--- config.mk ---
export PLATFORM = sky130hd
export DESIGN_NAME = fetch_pc_unit
export DESIGN_NICKNAME = d
export VERILOG_FILES = /design/src/rtl/fetch_pc_unit.sv
export SDC_FILE = /design/constraint.sdc
export NUM_CORES = 1
export LEC_CHECK = 0
export BUFFER_PORTS_ARGS = -buffer_cell sky130_fd_sc_hd__clkbuf_2
export CAP_MARGIN = 20
export CORE_ASPECT_RATIO = 1.25
export CORE_MARGIN = 2
export CORE_UTILIZATION = 54
export CTS_CLUSTER_DIAMETER = 30
export DETAILED_ROUTE_END_ITERATION = 8
export PLACE_DENSITY = 0.81
export SLEW_MARGIN = 40
export SYNTH_ARGS = -nofsm -noshare
export SYNTH_HDL_FRONTEND = slang
export SYNTH_SLANG_ARGS = --single-unit
--- constraint.sdc ---
create_clock -name clk -period 2.75 [get_ports clk]
set_input_delay 0.55 -clock clk [delete_from_list [all_inputs] [get_ports clk]]
set_output_delay 0.55 -clock clk [all_outputs]
set_load 0.02 [all_outputs]
--- src/rtl/fetch_pc_unit.sv ---
// fetch_pc_unit: instruction register and program counter for the fetch stage.
//   Holds the fetched instruction word (ir) and exposes its 8-bit decode
//   opcode to the control FSM. On PCe the PC steps by +1, by a taken
//   conditional branch/jump, or by jump-and-link. A HALT opcode freezes
//   the PC until resume.
// Ports:
//   clk, reset_n          clock, asynchronous active-low reset
//   i_en, instr_in        load instr_in into ir at the next edge
//   PCe                   advance the PC at the next edge per current ir
//   take_branch           condition result for the current ir's cond field
//   rtarget_val           contents of register ir[3:0] (jump target)
//   resume                leave the HALTED state
//   pc, ir                registered program counter / instruction register
//   opcode                {ir[15:12], ir[7:4]}, combinational from ir
//   link_data, link_we    JAL return address and its one-cycle write strobe
//   halted                high while in the HALTED state
module fetch_pc_unit #(
    parameter int unsigned       ADDR_W    = 16,
    parameter int unsigned       DATA_W    = 16,
    parameter logic [ADDR_W-1:0] RESET_VEC = '0,
    parameter logic [7:0]        HALT_OP   = 8'hFF
) (
    input  logic              clk,
    input  logic              reset_n,
    input  logic              i_en,
    input  logic              PCe,
    input  logic [DATA_W-1:0] instr_in,
    input  logic              take_branch,
    input  logic [DATA_W-1:0] rtarget_val,
    input  logic              resume,
    output logic [ADDR_W-1:0] pc,
    output logic [DATA_W-1:0] ir,
    output logic [7:0]        opcode,
    output logic [DATA_W-1:0] link_data,
    output logic              link_we,
    output logic              halted
);

    localparam int unsigned DISP_W = 8;

    typedef enum logic {
        ST_RUN    = 1'b0,
        ST_HALTED = 1'b1
    } state_t;

    state_t              r_state;
    logic [ADDR_W-1:0]   r_pc;
    logic [DATA_W-1:0]   r_ir;
    logic [DATA_W-1:0]   r_link_data;
    logic                r_link_we;
    logic                r_halted;

    state_t              w_state_nxt;
    logic [ADDR_W-1:0]   w_pc_nxt;
    logic [DATA_W-1:0]   w_link_data_nxt;
    logic                w_link_we_nxt;

    logic [7:0]          w_opcode;
    logic [ADDR_W-1:0]   w_disp;
    logic [ADDR_W-1:0]   w_pc_inc;
    logic [ADDR_W-1:0]   w_pc_br;
    logic [ADDR_W-1:0]   w_rtarget;
    logic                w_is_halt;
    logic                w_is_bcond;
    logic                w_is_jcond;
    logic                w_is_jal;

    // Decode of the instruction currently held in ir
    assign w_opcode   = {r_ir[15:12], r_ir[7:4]};
    assign w_is_halt  = (w_opcode == HALT_OP);
    assign w_is_bcond = (r_ir[15:12] == 4'b1100);
    assign w_is_jcond = (r_ir[15:12] == 4'b0100) && (r_ir[7:4] == 4'b1100);
    assign w_is_jal   = (r_ir[15:12] == 4'b0100) && (r_ir[7:4] == 4'b1000);

    // PC candidates; all arithmetic wraps modulo 2^ADDR_W
    assign w_disp    = {{(ADDR_W-DISP_W){r_ir[DISP_W-1]}}, r_ir[DISP_W-1:0]};
    assign w_pc_inc  = r_pc + ADDR_W'(1);
    assign w_pc_br   = r_pc + w_disp;
    assign w_rtarget = rtarget_val[ADDR_W-1:0];

    // State register and datapath registers
    always_ff @(posedge clk or negedge reset_n) begin
        if (!reset_n) begin
            r_state     <= ST_RUN;
            r_pc        <= RESET_VEC;
            r_ir        <= '0;
            r_link_data <= '0;
            r_link_we   <= 1'b0;
            r_halted    <= 1'b0;
        end else begin
            r_state     <= w_state_nxt;
            r_pc        <= w_pc_nxt;
            r_link_data <= w_link_data_nxt;
            r_link_we   <= w_link_we_nxt;
            r_halted    <= (w_state_nxt == ST_HALTED);
            if (i_en) begin
                r_ir <= instr_in;
            end
        end
    end

    // Next-state and PC selection; HALT wins over any other decode class
    always_comb begin
        w_state_nxt     = r_state;
        w_pc_nxt        = r_pc;
        w_link_data_nxt = r_link_data;
        w_link_we_nxt   = 1'b0;
        case (r_state)
            ST_RUN: begin
                if (PCe) begin
                    if (w_is_halt) begin
                        w_state_nxt = ST_HALTED;
                    end else if (w_is_bcond) begin
                        w_pc_nxt = take_branch ? w_pc_br : w_pc_inc;
                    end else if (w_is_jcond) begin
                        w_pc_nxt = take_branch ? w_rtarget : w_pc_inc;
                    end else if (w_is_jal) begin
                        w_pc_nxt        = w_rtarget;
                        w_link_data_nxt = DATA_W'(w_pc_inc);
                        w_link_we_nxt   = 1'b1;
                    end else begin
                        w_pc_nxt = w_pc_inc;
                    end
                end
            end
            ST_HALTED: begin
                // PCe is ignored here; only resume moves the PC on
                if (resume) begin
                    w_state_nxt = ST_RUN;
                    w_pc_nxt    = w_pc_inc;
                end
            end
        endcase
    end

    assign pc        = r_pc;
    assign ir        = r_ir;
    assign opcode    = w_opcode;
    assign link_data = r_link_data;
    assign link_we   = r_link_we;
    assign halted    = r_halted;

endmodule

==> impl_metrics.csv, run 1 <==
group,metric,value,unit
timing,achievable_freq,390,MHz
detailed_routing,routed-via-count,4014,
grt,first_pass_grt_wire_length,19600,microns
outcome,outcome,"finished clean",
cts,clk_root_buffer_cell,"clkbuf_8",
hold_path,hold_path_class,"in2async",
pwr,clock_power_share,14.0,%
detailed_routing,route.detailed.vias_per_inst,6.40,
grt,grt_antenna_before_repair,0,
pwr,power.share.sequential,30.2,%
synth,synthMostInstantiatedCell,"dfrtp_1",
critical_path,critical-path-top-delay-family,"compound AO/OA/AOI/OAI gates",
synth,ys.flop_type,"dfrtp_1",
synth,area_of_the_mapped_netlist,3860,sq um
flow_run,timing.max_cap.violations,0,
layout,fillCellCount,612,
pwr,power.density_cell_area,726,nW/um^2
cts,clock_input_transition_at_the_sequential_cells_of_the_worst_setup_and_hold_paths,0.10,ns
timing,timing.setup.tns,0,ns
pwr,vdd_drop_max,373,uV
timing,rsz0062_at_grt,"no",
synth,yosys.cell_types.count,70,
critical_path,type_of_the_setup_path_with_the_least_slack,"reg2reg",
placement,port-buffer-count,95,
critical_path,path_buf_inv,0,
cts,ctsHtreeMaxLevel,2,
pwr,switchingPower,1.53,mW
cts,total_cts_buffers,5,
timing,hold_viol_final,0,
grt,grt_pass1_vias,3879,
critical_path,critical_path.startpoint_type,"flop",
timing,max_slew.worst_pin.slew,0.582,ns
critical_path,critical_path_arrival,2.82,ns
synth,postSynthRegisterBits,50,
cts,postCtsSetupBuffers,0,
grt,maximum_number_of_pins_on_one_net_before_global_route_repair,33,
pwr,switching_part_of_the_total,46.5,%
critical_path,critical_path_required,3.00,ns
floorplanning,design.portCount,96,
critical_path,worst-path-max-fanout,3,
critical_path,critical_path_capture_point_type,"flop",
timing,slew_headroom,60.9,%
synth,synth_sequential_area_ratio,32.4,%
timing,fin_skew,0.00964,ns
cts,worst_skew_pair.late_latency,0.32,ns
cts,cts_max_path_buffers,2,
grt,gr-usage-all-layers,32.2,%
synth,fraction_of_post_synthesis_cell_area_in_the_top_cell_type_by_area,32.4,%
floorplanning,die_h,98.6,microns
detailed_routing,detail_route.drc_violations,0,
cts,cts_tree,"done",
cts,postCtsHoldBufs,0,
timing,slew_viol_final,0,
synth,yosys_warnings,0,
synth,postSynthNetCount,496,
detailed_routing,route.detailed.wl_per_inst,19.6,microns
detailed_routing,ant_nets,0,
timing,setup_violations,0,
detailed_routing,first_pass_iters,5,
layout,drive_gt1_share,29.6,%
pwr,totalPowerFinal,3.30,mW
timing,period_needed,2.57,ns
timing,post_route_setup_slack,0.183,ns
placement,dp_hpwl,9540,microns
synth,syn-mean-instance-area,8.76,sq um
synth,top_area_cells_in_the_synthesized_netlist,"dfrtp_1, ha_1, mux2_2, o21ai_0, nand2_1",
synth,count_of_flip_flops_with_a_built_in_enable_after_synthesis,0,
placement,dp_worst_setup_slack,0.215,ns
critical_path,max_stage_delay,0.42,ns
floorplanning,die_area,7850,sq um
synth,ys_async_sr_fraction,100,%
cts,cts.repair.resized,0,
pwr,comb_power_share,55.7,%
critical_path,crit_path_cell_trace,"ha_1 > fa_1 > a21o_1 > a221o_1 > a21oi_1 > o21ai_0 > o31a_1 > nand3_1",
critical_path,master_of_the_slowest_instance_on_the_critical_path,"fa_1",
critical_path,crit_path_start,"pc[0]",
synth,synth_instances,441,
cts,clock_sink_count,50,
critical_path,r2r_start,"pc[0]",
synth,yosys-top-cells-count,"dfrtp_1, nand2_1, o21ai_0",
pwr,leakagePower,2.06,nW
layout,layout.nets,591,
layout,n_diodes,0,
detailed_routing,wl,12300,microns
floorplanning,core_region_area,6930,sq um
detailed_routing,drt_iter0_markers,448,
floorplanning,placement_rows,34,
synth,yosysTopAreaCell,"dfrtp_1",
layout,syn_to_final_growth,17.8,%
timing,finalCritPeriodShare,93.3,%
grt,globalRoute.totalOverflow,0,
floorplanning,overall_die_width,79.6,microns
placement,globalplace.congestion,1.08,
pwr,power_report.internal_total,1.77,mW
floorplanning,start_util,55.7,%
[flip-flops by register name (all words and copies together), names as in the netlist]
signal,flops
link_we,1
link_data,16
ir,16
halted,1
pc,16
[power by group through the flow]
stage / Combinational [mW] / Sequential (mW) / Clock [mW]
floorplan: 1.00 / 1.18 / 0
global placement: 1.78 / 0.999 / 0
detailed placement: 1.80 / 1.01 / 0
CTS: 1.81 / 0.994 / 0.466
global route: 1.98 / 1.01 / 0.501
finish: 1.84 / 0.999 / 0.464
[routing by layer]
metal	routed length [microns]	track usage, %
met5	0	0
met4	617	15.9
met3	1140	5.49
met2	5970	54.2
met1	4550	39.5
[cell usage in the layout, fill, tap and decap left out, types with 6 or more instances in the layout]
| master | n |
|---|---|
| xnor2_1 | 13 |
| a211oi_1 | 6 |
| a31oi_1 | 6 |
| o21ai_0 | 37 |
| mux2_2 | 17 |
| buf_4 | 26 |
| dfrtp_1 | 50 |
| nand2b_1 | 7 |
| clkbuf_2 | 95 |
| nand4_1 | 10 |
| nand3_1 | 10 |
| a221o_1 | 7 |
| inv_1 | 7 |
| clkbuf_8 | 6 |
| and3_1 | 8 |
| a21oi_1 | 32 |
| a21o_1 | 6 |
| nor3_1 | 14 |
| nor2_1 | 25 |
| nand2_1 | 48 |
| xor2_1 | 9 |
| ha_1 | 16 |
[stage by stage]
stage | cells | hold slack, ns | util [%] | area, sq um
floorplan | 441 | 0.254 | - | 3860
global placement | 619 | 0.460 | 64.3 | 4460
detailed placement | 619 | 0.472 | 64.3 | 4460
CTS | 627 | 0.183 | 65.6 | 4550
global route | 627 | 0.190 | 65.6 | 4550
finish | 627 | 0.163 | 65.6 | 4550
[cells by family after synthesis]
kind of cell / synth area share (%)
flops: 32.4
xor+xnor: 4.99
fa+ha+maj: 5.70
compound gates: 24.5
simple gates: 21.6
buf+inv: 5.64
mux: 5.22
[layout make-up]
cell class / count / area, sq um / area share [%]
clock inverter: 1 / 5.00 / 0.110
tap: 90 / 113 / 2.48
clock buffer: 7 / 86.3 / 1.90
inverter: 8 / 30.0 / 0.660
timing repair buffer: 121 / 671 / 14.7
sequential: 50 / 1250 / 27.5
multi-input combinational: 350 / 2390 / 52.6
[final timing paths]
path | end | slack (ns) | cells past startpoint
min in group clk | ir[15] | 0.43 | 3
min | link_data[0] | 0.16 | 1
max | pc[14] | 0.18 | 8
max reg2reg | pc[14] | 0.18 | 8
min reg2reg | link_data[6] | 0.49 | 2
max in group asynchronous | pc[8] | 1.78 | 2
Power figures use the tool's default switching activity.
==> run 2: changes to the inputs <==
Settings changed: CORE_UTILIZATION 54 to 42, PLACE_DENSITY 0.81 to 0.65.
==> impl_metrics.csv, run 2 (same netlist as run 1, synthesis figures left out) <==
group,metric,value,unit
grt,maximum_number_of_pins_on_one_net_before_global_route_repair,51,
detailed_routing,routed-via-count,3956,
detailed_routing,route.detailed.vias_per_inst,5.93,
placement,globalplace.congestion,0.912,
timing,hold_viol_final,0,
grt,globalRoute.totalOverflow,0,
pwr,leakagePower,2.13,nW
layout,fillCellCount,884,
hold_path,hold_path_class,"in2async",
timing,rsz0062_at_grt,"no",
pwr,power_report.internal_total,1.94,mW
timing,finalCritPeriodShare,94.6,%
detailed_routing,drt_iter0_markers,277,
detailed_routing,first_pass_iters,5,
flow_run,timing.max_cap.violations,0,
floorplanning,die_area,9980,sq um
pwr,switching_part_of_the_total,44.0,%
timing,timing.setup.tns,0,ns
timing,fin_skew,0.00439,ns
detailed_routing,detail_route.drc_violations,0,
critical_path,critical_path_arrival,2.83,ns
pwr,clock_power_share,18.4,%
layout,layout_commonest_cell,"clkbuf_2",
pwr,power.density_cell_area,737,nW/um^2
floorplanning,core_region_area,9030,sq um
floorplanning,overall_die_width,89.8,microns
grt,grt_pass1_vias,3749,
layout,n_diodes,0,
cts,ctsHtreeMaxLevel,2,
placement,port-buffer-count,95,
timing,slew_viol_final,0,
cts,postCtsSetupBuffers,0,
cts,worst_skew_pair.late_latency,0.29,ns
layout,layout.nets,598,
detailed_routing,wl,12200,microns
layout,drive_gt1_share,30.5,%
detailed_routing,ant_nets,0,
cts,cts_max_path_buffers,2,
critical_path,worst-path-max-fanout,3,
cts,cts.repair.resized,0,
placement,postPlaceCellArea,4550,sq um
timing,max_slew.worst_pin.slew,0.658,ns
cts,total_cts_buffers,5,
timing,achievable_freq,384,MHz
cts,clock_sink_count,50,
layout,final_cell_area,4700,sq um
timing,slew_headroom,56.1,%
grt,gr-usage-all-layers,24.3,%
floorplanning,start_util,42.8,%
floorplanning,design.portCount,96,
layout,postLayoutCoreUtil,52.1,%
pwr,switchingPower,1.52,mW
critical_path,r2r_start,"ir[0]",
grt,first_pass_grt_wire_length,19500,microns
cts,cts_tree,"done",
critical_path,critical_path_required,2.98,ns
critical_path,critical_path_capture_point_type,"flop",
pwr,vdd_drop_max,356,uV
layout,syn_to_final_growth,21.7,%
timing,period_needed,2.60,ns
pwr,power.share.sequential,29.2,%
floorplanning,placement_rows,39,
cts,clk_root_buffer_cell,"clkbuf_16",
critical_path,crit_path_start,"ir[0]",
critical_path,critical_path.startpoint_type,"flop",
detailed_routing,route.detailed.wl_per_inst,18.3,microns
cts,postCtsHoldBufs,0,
pwr,comb_power_share,52.4,%
placement,dp_hpwl,9570,microns
cts,clock_input_transition_at_the_sequential_cells_of_the_worst_setup_and_hold_paths,0.07,ns
timing,setup_violations,0,
floorplanning,die_h,111,microns
critical_path,type_of_the_setup_path_with_the_least_slack,"reg2reg",
outcome,outcome,"finished clean",
grt,grt_antenna_before_repair,0,
layout,final_cell_mix,"clkbuf_2, dfrtp_1, nand2_1",
-- run 2: cell count changes in the layout (fill, tap and decap cells not counted), sizes merged --
cell / before / now
buf: 26 / 33
-- run 2: critical path, stage by stage, from the launching register on --
cell	delay (ns)
dfrtp_1	0.40
ha_1	0.23
fa_1	0.42
a21o_1	0.21
a221o_1	0.36
a21oi_1	0.32
o21ai_0	0.20
o31a_1	0.32
nand3_1	0.08
-- run 2: cell type report --
class	instances	area (sq um)	area share, %
Tap cell	123	154	3.27
Multi-Input combinational cell	350	2390	50.9
Timing Repair Buffer	128	723	15.4
Inverter	8	30.0	0.639
Clock inverter	1	5.00	0.106
Sequential cell	50	1250	26.6
Clock buffer	7	143	3.04
-- run 2: power by group through the flow --
stage / clock, mW / sequential, mW / combinational [mW]
floorplan: 0 / 1.18 / 1.00
global placement: 0 / 1.02 / 1.78
detailed placement: 0 / 1.02 / 1.79
CTS: 0.647 / 1.01 / 1.80
global route: 0.665 / 1.02 / 1.97
finish: 0.636 / 1.01 / 1.82
-- run 2: layer usage --
layer / share of wire (%) / up-vias / track usage, % / wire length, microns
li1: - / 1850 / - / -
met1: 41 / 1899 / 30.5 / 5040
met2: 49 / 173 / 42.9 / 5930
met3: 6.6 / 34 / 3.40 / 799
met4: 3.4 / 0 / 7.79 / 416
met5: 0 / - / 0 / 0
-- run 2: metrics by stage --
step / worst slack [ns] / instances / total power, mW / hold WS, ns
finish: 0.147 / 667 / 3.46 / 0.360
global route: 0.0482 / 667 / 3.66 / 0.432
CTS: 0.170 / 667 / 3.45 / 0.402
detailed placement: 0.202 / 659 / 2.81 / 0.469
global placement: 0.244 / 659 / 2.79 / 0.461
floorplan: 0.271 / 441 / 2.18 / 0.254
-- run 2: worst paths after layout --
| kind | end | slack, ns | cells past startpoint |
|---|---|---|---|
| worst max-delay path | pc[14] | 0.15 | 8 |
| worst max register to register | pc[14] | 0.15 | 8 |
| max in group asynchronous | halted | 1.94 | 2 |
| min in group clk | ir[15] | 0.46 | 3 |
| worst min register to register | link_data[12] | 0.48 | 2 |
| worst min-delay path | ir[3] | 0.36 | 2 |
